$ cat config.mk
export PLATFORM = sky130hd
export DESIGN_NAME = lsu_flat
export DESIGN_NICKNAME = d
export VERILOG_FILES = /design/src/rtl/lsu_pkg.sv /design/src/rtl/lsu_if.sv /design/src/rtl/lsu_align.sv /design/src/rtl/lsu.sv /design/src/flat_wrapper.sv
export SDC_FILE = /design/constraint.sdc
export NUM_CORES = 1
export LEC_CHECK = 0
export CAP_MARGIN = 10
export CORE_MARGIN = 2
export CORE_UTILIZATION = 40
export CTS_BUF_LIST = sky130_fd_sc_hd__clkbuf_2 sky130_fd_sc_hd__clkbuf_4 sky130_fd_sc_hd__clkbuf_8
export DETAILED_ROUTE_END_ITERATION = 10
export PLACE_DENSITY = 0.82
export SETUP_SLACK_MARGIN = 0.15
export SYNTH_ARGS = -nofsm -noshare
export SYNTH_HDL_FRONTEND = slang
export SYNTH_SLANG_ARGS = --single-unit
$ cat constraint.sdc
create_clock -name lsu_clk -period 2.25 [get_ports lsu_clk]
set_input_delay 0.5625 -clock lsu_clk [delete_from_list [all_inputs] [get_ports lsu_clk]]
set_output_delay 0.5625 -clock lsu_clk [all_outputs]
set_load 0.02 [all_outputs]
$ cat src/rtl/lsu_pkg.sv
// Shared types and widths for the load/store unit: access-size encodings,
// FSM states and the lane widths used by the align datapath.
package lsu_pkg;

  localparam int XLEN   = 32;
  localparam int BYTE_W = 8;
  localparam int HALF_W = 16;
  localparam int LANES  = XLEN / BYTE_W;

  typedef enum logic [1:0] {
    SZ_B = 2'b00,
    SZ_H = 2'b01,
    SZ_W = 2'b10,
    SZ_X = 2'b11
  } size_e;

  typedef enum logic [1:0] {
    ST_IDLE = 2'b00,
    ST_RD   = 2'b01,
    ST_WR   = 2'b10,
    ST_RESP = 2'b11
  } state_e;

endpackage

$ cat src/rtl/lsu_if.sv
// Core request/response handshake plus the word-addressed data memory port.
// master = core + memory side, slave = the LSU.
interface lsu_if;

  logic        lsu_req_valid;
  logic        lsu_req_ready;
  logic        lsu_req_store;
  logic [1:0]  lsu_req_size;
  logic        lsu_req_unsigned;
  logic [31:0] lsu_req_addr;
  logic [31:0] lsu_req_wdata;
  logic        lsu_resp_valid;
  logic        lsu_resp_ready;
  logic [31:0] lsu_resp_rdata;
  logic        lsu_resp_err;
  logic        lsu_mem_MemRead;
  logic        lsu_mem_MemWrite;
  logic [31:0] lsu_mem_address;
  logic [31:0] lsu_mem_Write;
  logic [31:0] lsu_mem_Read;

  modport master (
    output lsu_req_valid, lsu_req_store, lsu_req_size, lsu_req_unsigned,
           lsu_req_addr, lsu_req_wdata, lsu_resp_ready, lsu_mem_Read,
    input  lsu_req_ready, lsu_resp_valid, lsu_resp_rdata, lsu_resp_err,
           lsu_mem_MemRead, lsu_mem_MemWrite, lsu_mem_address, lsu_mem_Write
  );

  modport slave (
    input  lsu_req_valid, lsu_req_store, lsu_req_size, lsu_req_unsigned,
           lsu_req_addr, lsu_req_wdata, lsu_resp_ready, lsu_mem_Read,
    output lsu_req_ready, lsu_resp_valid, lsu_resp_rdata, lsu_resp_err,
           lsu_mem_MemRead, lsu_mem_MemWrite, lsu_mem_address, lsu_mem_Write
  );

endinterface

$ cat src/rtl/lsu_align.sv
// Combinational lane handling: sub-word load extraction with sign/zero
// extension, and merging right-aligned store data into a fetched word.
module lsu_align
  import lsu_pkg::*;
(
  input  size_e             size,
  input  logic              is_unsigned,
  input  logic [1:0]        byte_off,
  input  logic [XLEN-1:0]   rword,
  input  logic [XLEN-1:0]   wdata,
  output logic [XLEN-1:0]   load_data,
  output logic [XLEN-1:0]   merged
);

  logic [1:0]      lane_off;
  logic [XLEN-1:0] shifted;

  // Halfwords are selected by addr[1] alone, so the low offset bit is dropped.
  assign lane_off = (size == SZ_H) ? {byte_off[1], 1'b0} : byte_off;
  assign shifted  = rword >> {lane_off, 3'b000};

  always_comb begin
    load_data = rword;
    case (size)
      SZ_B:    load_data = {{(XLEN-BYTE_W){~is_unsigned & shifted[BYTE_W-1]}},
                            shifted[BYTE_W-1:0]};
      SZ_H:    load_data = {{(XLEN-HALF_W){~is_unsigned & shifted[HALF_W-1]}},
                            shifted[HALF_W-1:0]};
      default: load_data = rword;
    endcase
  end

  generate
    for (genvar gi = 0; gi < LANES; gi++) begin : g_lane
      localparam logic [1:0] LANE = gi;
      logic              lane_en;
      logic [BYTE_W-1:0] lane_src;

      assign lane_en = (size == SZ_W) ||
                       (size == SZ_H && byte_off[1] == LANE[1]) ||
                       (size == SZ_B && byte_off == LANE);

      always_comb begin
        case (size)
          SZ_B:    lane_src = wdata[BYTE_W-1:0];
          SZ_H:    lane_src = wdata[BYTE_W*(gi%2) +: BYTE_W];
          default: lane_src = wdata[BYTE_W*gi +: BYTE_W];
        endcase
      end

      assign merged[BYTE_W*gi +: BYTE_W] = lane_en ? lane_src
                                                   : rword[BYTE_W*gi +: BYTE_W];
    end
  endgenerate

endmodule

$ cat src/rtl/lsu.sv
// Load/store unit FSM: IDLE -> (RD) -> (WR) -> RESP, byte/half access over a
// word memory. Define LSU_MISALIGN_CHECK_EN to flag misaligned half/word accesses.
module lsu
  import lsu_pkg::*;
(
  input  logic lsu_clk,
  input  logic lsu_rst_n,
  lsu_if.slave bus
);

  state_e          state_reg;
  logic            store_reg;
  logic            unsigned_reg;
  size_e           size_reg;
  logic [1:0]      off_reg;
  logic [XLEN-1:0] wdata_reg;
  logic            mem_read_reg;
  logic            mem_write_reg;
  logic [XLEN-1:0] mem_addr_reg;
  logic [XLEN-1:0] mem_wdata_reg;
  logic            resp_valid_reg;
  logic            resp_err_reg;
  logic [XLEN-1:0] resp_rdata_reg;

  size_e           req_size;
  logic            req_err;
  logic [XLEN-1:0] load_data;
  logic [XLEN-1:0] merged_word;

  assign req_size = size_e'(bus.lsu_req_size);

  always_comb begin
    req_err = (req_size == SZ_X);
`ifdef LSU_MISALIGN_CHECK_EN
    if (req_size == SZ_H && bus.lsu_req_addr[0])
      req_err = 1'b1;
    if (req_size == SZ_W && bus.lsu_req_addr[1:0] != 2'b00)
      req_err = 1'b1;
`endif
  end

  lsu_align u_align (
    .size        (size_reg),
    .is_unsigned (unsigned_reg),
    .byte_off    (off_reg),
    .rword       (bus.lsu_mem_Read),
    .wdata       (wdata_reg),
    .load_data   (load_data),
    .merged      (merged_word)
  );

  always_ff @(posedge lsu_clk or negedge lsu_rst_n) begin
    if (!lsu_rst_n) begin
      state_reg      <= ST_IDLE;
      store_reg      <= 1'b0;
      unsigned_reg   <= 1'b0;
      size_reg       <= SZ_B;
      off_reg        <= 2'b00;
      wdata_reg      <= '0;
      mem_read_reg   <= 1'b0;
      mem_write_reg  <= 1'b0;
      mem_addr_reg   <= '0;
      mem_wdata_reg  <= '0;
      resp_valid_reg <= 1'b0;
      resp_err_reg   <= 1'b0;
      resp_rdata_reg <= '0;
    end else begin
      case (state_reg)
        ST_IDLE: if (bus.lsu_req_valid) begin
          store_reg    <= bus.lsu_req_store;
          size_reg     <= req_size;
          unsigned_reg <= bus.lsu_req_unsigned;
          off_reg      <= bus.lsu_req_addr[1:0];
          wdata_reg    <= bus.lsu_req_wdata;
          if (req_err) begin
            state_reg      <= ST_RESP;
            resp_valid_reg <= 1'b1;
            resp_err_reg   <= 1'b1;
          end else begin
            mem_addr_reg <= {bus.lsu_req_addr[XLEN-1:2], 2'b00};
            // Full-word stores need no read-modify-write.
            if (bus.lsu_req_store && req_size == SZ_W) begin
              state_reg     <= ST_WR;
              mem_write_reg <= 1'b1;
              mem_wdata_reg <= bus.lsu_req_wdata;
            end else begin
              state_reg    <= ST_RD;
              mem_read_reg <= 1'b1;
            end
          end
        end
        ST_RD: begin
          mem_read_reg <= 1'b0;
          if (store_reg) begin
            state_reg     <= ST_WR;
            mem_write_reg <= 1'b1;
            mem_wdata_reg <= merged_word;
          end else begin
            state_reg      <= ST_RESP;
            mem_addr_reg   <= '0;
            resp_valid_reg <= 1'b1;
            resp_rdata_reg <= load_data;
          end
        end
        ST_WR: begin
          state_reg      <= ST_RESP;
          mem_write_reg  <= 1'b0;
          mem_addr_reg   <= '0;
          mem_wdata_reg  <= '0;
          resp_valid_reg <= 1'b1;
        end
        ST_RESP: if (bus.lsu_resp_ready) begin
          state_reg      <= ST_IDLE;
          resp_valid_reg <= 1'b0;
          resp_err_reg   <= 1'b0;
          resp_rdata_reg <= '0;
        end
        default: state_reg <= ST_IDLE;
      endcase
    end
  end

  assign bus.lsu_req_ready    = (state_reg == ST_IDLE);
  assign bus.lsu_resp_valid   = resp_valid_reg;
  assign bus.lsu_resp_err     = resp_err_reg;
  assign bus.lsu_resp_rdata   = resp_rdata_reg;
  assign bus.lsu_mem_MemRead  = mem_read_reg;
  assign bus.lsu_mem_MemWrite = mem_write_reg;
  assign bus.lsu_mem_address  = mem_addr_reg;
  assign bus.lsu_mem_Write    = mem_wdata_reg;

endmodule
$ cat src/flat_wrapper.sv
// flat-port wrapper written by rule: the top's interface ports become plain ports
module lsu_flat import lsu_pkg::*;
  (lsu_clk, lsu_rst_n, bus_lsu_req_valid, bus_lsu_req_store, bus_lsu_req_size, bus_lsu_req_unsigned, bus_lsu_req_addr, bus_lsu_req_wdata, bus_lsu_resp_ready, bus_lsu_mem_Read, bus_lsu_req_ready, bus_lsu_resp_valid, bus_lsu_resp_rdata, bus_lsu_resp_err, bus_lsu_mem_MemRead, bus_lsu_mem_MemWrite, bus_lsu_mem_address, bus_lsu_mem_Write);
  lsu_if bus_i ();
  input  logic lsu_clk;
  input  logic lsu_rst_n;
  input wire logic [$bits(bus_i.lsu_req_valid)-1:0] bus_lsu_req_valid;
  input wire logic [$bits(bus_i.lsu_req_store)-1:0] bus_lsu_req_store;
  input wire logic [$bits(bus_i.lsu_req_size)-1:0] bus_lsu_req_size;
  input wire logic [$bits(bus_i.lsu_req_unsigned)-1:0] bus_lsu_req_unsigned;
  input wire logic [$bits(bus_i.lsu_req_addr)-1:0] bus_lsu_req_addr;
  input wire logic [$bits(bus_i.lsu_req_wdata)-1:0] bus_lsu_req_wdata;
  input wire logic [$bits(bus_i.lsu_resp_ready)-1:0] bus_lsu_resp_ready;
  input wire logic [$bits(bus_i.lsu_mem_Read)-1:0] bus_lsu_mem_Read;
  output wire logic [$bits(bus_i.lsu_req_ready)-1:0] bus_lsu_req_ready;
  output wire logic [$bits(bus_i.lsu_resp_valid)-1:0] bus_lsu_resp_valid;
  output wire logic [$bits(bus_i.lsu_resp_rdata)-1:0] bus_lsu_resp_rdata;
  output wire logic [$bits(bus_i.lsu_resp_err)-1:0] bus_lsu_resp_err;
  output wire logic [$bits(bus_i.lsu_mem_MemRead)-1:0] bus_lsu_mem_MemRead;
  output wire logic [$bits(bus_i.lsu_mem_MemWrite)-1:0] bus_lsu_mem_MemWrite;
  output wire logic [$bits(bus_i.lsu_mem_address)-1:0] bus_lsu_mem_address;
  output wire logic [$bits(bus_i.lsu_mem_Write)-1:0] bus_lsu_mem_Write;
  assign bus_i.lsu_req_valid = bus_lsu_req_valid;
  assign bus_i.lsu_req_store = bus_lsu_req_store;
  assign bus_i.lsu_req_size = bus_lsu_req_size;
  assign bus_i.lsu_req_unsigned = bus_lsu_req_unsigned;
  assign bus_i.lsu_req_addr = bus_lsu_req_addr;
  assign bus_i.lsu_req_wdata = bus_lsu_req_wdata;
  assign bus_i.lsu_resp_ready = bus_lsu_resp_ready;
  assign bus_i.lsu_mem_Read = bus_lsu_mem_Read;
  assign bus_lsu_req_ready = bus_i.lsu_req_ready;
  assign bus_lsu_resp_valid = bus_i.lsu_resp_valid;
  assign bus_lsu_resp_rdata = bus_i.lsu_resp_rdata;
  assign bus_lsu_resp_err = bus_i.lsu_resp_err;
  assign bus_lsu_mem_MemRead = bus_i.lsu_mem_MemRead;
  assign bus_lsu_mem_MemWrite = bus_i.lsu_mem_MemWrite;
  assign bus_lsu_mem_address = bus_i.lsu_mem_address;
  assign bus_lsu_mem_Write = bus_i.lsu_mem_Write;
  lsu u_core (.lsu_clk(lsu_clk), .lsu_rst_n(lsu_rst_n), .bus(bus_i));
endmodule
---- Word level (Yosys, flattened, before mapping) ----
Index checks and enable logic that the tools add are counted.
word-level totals
  bits in registers ....................... 140
  output and inout bits ................... 101
  word-level logic and storage cells ...... 107
cells by class
  equality and inequality tests ........... 18
  shift operators ......................... 1
  multiplexer cells ....................... 42
  bitwise gates (word level) .............. 4
  reductions and logical operators ........ 29
operator list
  operator                                               number
  two-way mux 32 bit                                     9
  case mux 32 bit (3 select lines)                       2
  case mux 32 bit (2 select lines)                       2
  two-way mux 8 bit                                      6
  right shift 32 x 5 -> 16 bit                           1
  case mux 8 bit (2 select lines)                        1
  AND reduction 4 bit                                    4
  == test 2 bit, second input constant                   7
  two-way mux 1 bit                                      13
  inequality test 2 bit, second input constant           5
  two-way mux 2 bit                                      4
  case mux 2 bit (4 select lines)                        1
  logical AND 1 bit                                      7
  == test 2 x 1 -> 1 bit, second input constant          3
  logical NOT 2 bit                                      3
  logical OR 1 bit                                       6
  inequality test 2 x 1 -> 1 bit, second input constant  3
  nonzero test 2 bit                                     3
  AND reduction 5 bit                                    1
  case mux 1 bit (2 select lines)                        2
  case mux 1 bit (4 select lines)                        1
  AND reduction 2 bit                                    2
  case mux 1 bit (3 select lines)                        1
  AND reduction 3 bit                                    1
  4 further kinds                                        6

---- Longest topological paths before layout ----
  word-level depth ........................ 7
  mapped depth ............................ 9
  mapped depth without buffers ............ 7

---- Hierarchy ----
From an unflattened synthesis, not the netlist that was laid out.
unflattened totals
  cell total of the unflattened synthesis .. 816
  area total of the unflattened synthesis .. 7374.6 um2
by module, submodules not included
  module     times used  cells an instance  area each (um2)  sequential area each (um2)
  lsu        1           612                5994.5           3453.3
  lsu_align  1           204                1380.1           0.0

---- Least setup slack after synthesis ----
No wires, ideal clock.
  path type ............................... reg-to-reg
  start point ............................. reg u_core.state_reg[0]
  end point ............................... reg u_core.wdata_reg[10]
  setup time .............................. 125 ps
  arrival time ............................ 2046 ps
  path slack .............................. 79 ps
  stages on the path, launching flop included .. 8
  period minus slack after synthesis ...... 2171 ps
  cell sequence ........................... dfrtp_1 > inv_1 > ha_1 > clkbuf_1 > nand2_1 > clkbuf_1 > buf_1 > mux2_2
on the way
  longest elaborated chain between the ends .. 2
RTL lines
  what                                  line                source
  from (decl)                           lsu.sv:11           state_e state_reg;
  from (signal assigned)                lsu.sv:54           state_reg <= ST_IDLE;
  from (signal assigned)                lsu.sv:76           state_reg <= ST_RESP;
  from (signal assigned)                lsu.sv:83           state_reg <= ST_WR;
  logical NOT 2 bit                     n/a
  via bus_lsu_req_ready                 flat_wrapper.sv:15  output wire logic [$bits(bus_i.lsu_req_ready)-1:0] bus_lsu_req_ready;
  AND reduction 2 bit (no source line)  n/a
  to (signal assigned)                  lsu.sv:74           wdata_reg <= bus.lsu_req_wdata;
  to (decl)                             lsu.sv:16           logic [XLEN-1:0] wdata_reg;
The timed path passes the listed nets, and every way through them passes these cells.
A chain may end at the register's enable or synchronous reset.

---- Worst setup path after layout ----
  start point ............................. reg u_core.mem_wdata_reg[23] (netlist: u_core.bus.lsu_mem_Write[23])
  end point ............................... out bus_lsu_mem_Write[23]
RTL lines
  what                    line                source
  from (decl)             lsu.sv:20           logic [XLEN-1:0] mem_wdata_reg;
  from (signal assigned)  lsu.sv:85           mem_wdata_reg <= bus.lsu_req_wdata;
  from (signal assigned)  lsu.sv:97           mem_wdata_reg <= merged_word;
  to (decl)               flat_wrapper.sv:22  output wire logic [$bits(bus_i.lsu_mem_Write)-1:0] bus_lsu_mem_Write;
No word-level cell between the ends.

==> out/metrics.yaml <==
numPortBuffers: 202
syn2layout_area_growth_pct: 42.92
max_clock_freq_mhz: 489.4
insertion_delay_ns: 0.45
fin_crit_ns: 2.043
slowest_stage: "clkdlybuf4s50_1"
grt_max_degree: 61
io_pins: 205
ys_seq_area_share_pct: 50.62
cts_max_path_buffers: 2
synthDistinctLibCells: 44
avgViaCountPerCell: 5.381
cp-end-kind: "output port"
slew_viol_final: 0
dominantRegCellSynth: "dfrtp_1"
wire_per_inst_um: 18.58
slew_headroom_pct: 58.88
antenna_found_initial: 0
ys_warn_count: 0
gr-total-overflow: 0
drtIter0Drc: 355
critPathBufInv: 1
worstPathMaxFanout: 2
worst_path_largest_cell_delay_ns: 0.65
root_buffer: "clkbuf_8"
synth_area_leaders: "dfrtp_1, mux2_2, o21ai_0"
wl_um: 20680
numCtsBuffers: 17
hold_viol: 0
floorplan.initialDensity_pct: 40.99
finalHoldWorstSlack_ns: 0.06530
tightestPinTransition_ns: 0.6148
row_count: 47
htreeDepth: 4
nNetsFinal: 989
die_h_um: 134.6
worstPathRequired_ns: 1.69
vdd_drop_max_v: 0.0007353
synth_area_mm2: 0.006822
ant_nets: 0
grt_use_total_pct: 23.34
p_leak_nw: 4.238
ys_ff_latch: 138
min_period_over_period_pct: 90.81
skew_ns: 0.01219
hpwl_um: 15420
yosys.area.top_type_share_pct: 50.62
drt_first_pass_iters: 7
postCtsHoldBufs: 0
clk_pin_slew_ns: 0.08
setup-tns-final_ns: 0
worstSetupPathType: "reg -> out"
gp_congestion: 0.8867
core-area_mm2: 0.01664
grt_first_pass_wirelength_um: 32430
design_area_mm2: 0.009749
synthCells: 672
worstPathCellList: "clkdlybuf4s50_1"
drc: 0
die-area_mm2: 0.01811
antennaDiodeCount: 0
grt_pass1_vias: 5928
die_w_um: 134.6
cts_tree: "done"
min_path_type: "in -> async"
power_density_mw_per_mm2: 1548
avgSynthCellArea_um2: 10.15
crit_path_start_kind: "flop"
drive_above_1_share_pct: 15.57
drv_cap: 0
vias: 5989
postLayoutCoreUtil_pct: 58.58
cp.arrival_ns: 1.48
critPathTopFamily: "buffers and inverters"
cts.sinks: 138
dpl_cell_area_mm2: 0.009263
status: "finished, final reports clean"
yosysTopAreaCell: "dfrtp_1"
setup_viol: 0
rsz0062_at_grt: "true"
async_flop_share_pct: 100.0
synth_edf_count: 0
-- synthesized netlist by cell type (3+ instances only) --
cell / count
a21o_1: 6
a21oi_1: 32
a221o_1: 24
a222oi_1: 7
and2_0: 3
buf_1: 3
buf_2: 9
clkbuf_1: 35
dfrtp_1: 138
ha_1: 5
inv_1: 8
mux2_2: 46
mux2_4: 8
mux2i_1: 36
nand2_1: 118
nand2b_1: 7
nor2_1: 22
nor2b_1: 4
nor3b_1: 25
o21ai_0: 102
-- report_power, final --
part	switching (mW)	internal, mW	leakage [nW]	total (mW)
clock network	0.973	1.23	0.226	2.20
registers	0.755	3.55	1.75	4.30
logic	4.70	3.89	2.27	8.59
total	6.43	8.66	4.24	15.1
-- what timing repair did --
| action | in CTS | in global routing |
|---|---|---|
| setup buffers | 0 | 1 |
| pin swaps | 1 | 1 |
| resized for setup | 4 | 11 |
| setup endpoints to repair | 18 | 49 |
| gates cloned | 0 | 0 |
-- final timing paths --
| check | slack [ns] | end | startpoint | cells after the start |
|---|---|---|---|---|
| setup / recovery | 0.21 | bus_lsu_mem_Write[23] | u_core.bus.lsu_mem_Write[23] | 1 |
| hold / removal | 0.07 | u_core.bus.lsu_mem_address[30] | lsu_rst_n | 1 |
| setup reg to reg | 0.23 | u_core.bus.lsu_mem_Write[14] | u_core.size_reg[0] | 5 |
| hold reg to reg | 0.48 | u_core.bus.lsu_mem_address[17] | u_core.bus.lsu_mem_address[17] | 2 |
| max in group asynchronous | 1.59 | u_core.state_reg[1] | lsu_rst_n | 2 |
| min in group lsu_clk | 0.48 | u_core.bus.lsu_mem_address[17] | u_core.bus.lsu_mem_address[17] | 2 |
-- layout make-up --
type,count,area [µm²]
multi-input cells,476,3156
flip-flops and latches,138,3453
fillers,1401,6893
clock inverters,10,140.1
clock buffers,22,296.5
well taps,220,275.3
repair buffers,239,2399
inverters,8,30.03
-- cell usage in the layout, fill, tap and decap left out, types with 4 or more instances in the layout --
cell             synthesis  layout
a222oi_1                 7       7
clkinv_4                 0       4
a21oi_1                 32      32
clkbuf_8                 0      21
mux2_2                  46      46
ha_1                     5       4
a21o_1                   6       6
buf_12                   0       7
o21ai_0                102     102
inv_1                    8       8
clkdlybuf4s50_1          0     197
buf_4                    2      28
nand2b_1                 7       7
mux2i_1                 36      36
dfrtp_1                138     138
nor2_1                  22      21
a221o_1                 24      24
nor3b_1                 25      25
mux2_4                   8       8
nand2_1                118     117
-- metal layers --
metal | share of wire, % | GRT usage (%) | vias to the layer above
met5 | 0 | 0 | -
met1 | 42 | 29.83 | 2886
met2 | 47 | 37.24 | 258
met3 | 8.7 | 8.108 | 34
li1 | - | - | 2811
met4 | 2.1 | 7.661 | 0
-- cell families after synthesis --
logic type	synth area share (%)
other cells	0.05497
fa+ha+maj	0.9171
buf+inv	3.742
simple gates	13.21
flops	50.62
compound gates	16.82
mux	14.64
-- through the flow --
| stage | cells | power, mW | setup WS (ns) |
|---|---|---|---|
| floorplan | 673 | 9.561 | 0.1904 |
| global placement | 1080 | 12.61 | -0.06519 |
| detailed placement | 1080 | 12.83 | -0.06911 |
| CTS | 1112 | 15.10 | 0.1052 |
| global route | 1113 | 16.12 | 0.1541 |
| finish | 1113 | 15.09 | 0.2067 |
Power figures use the tool's default switching activity.
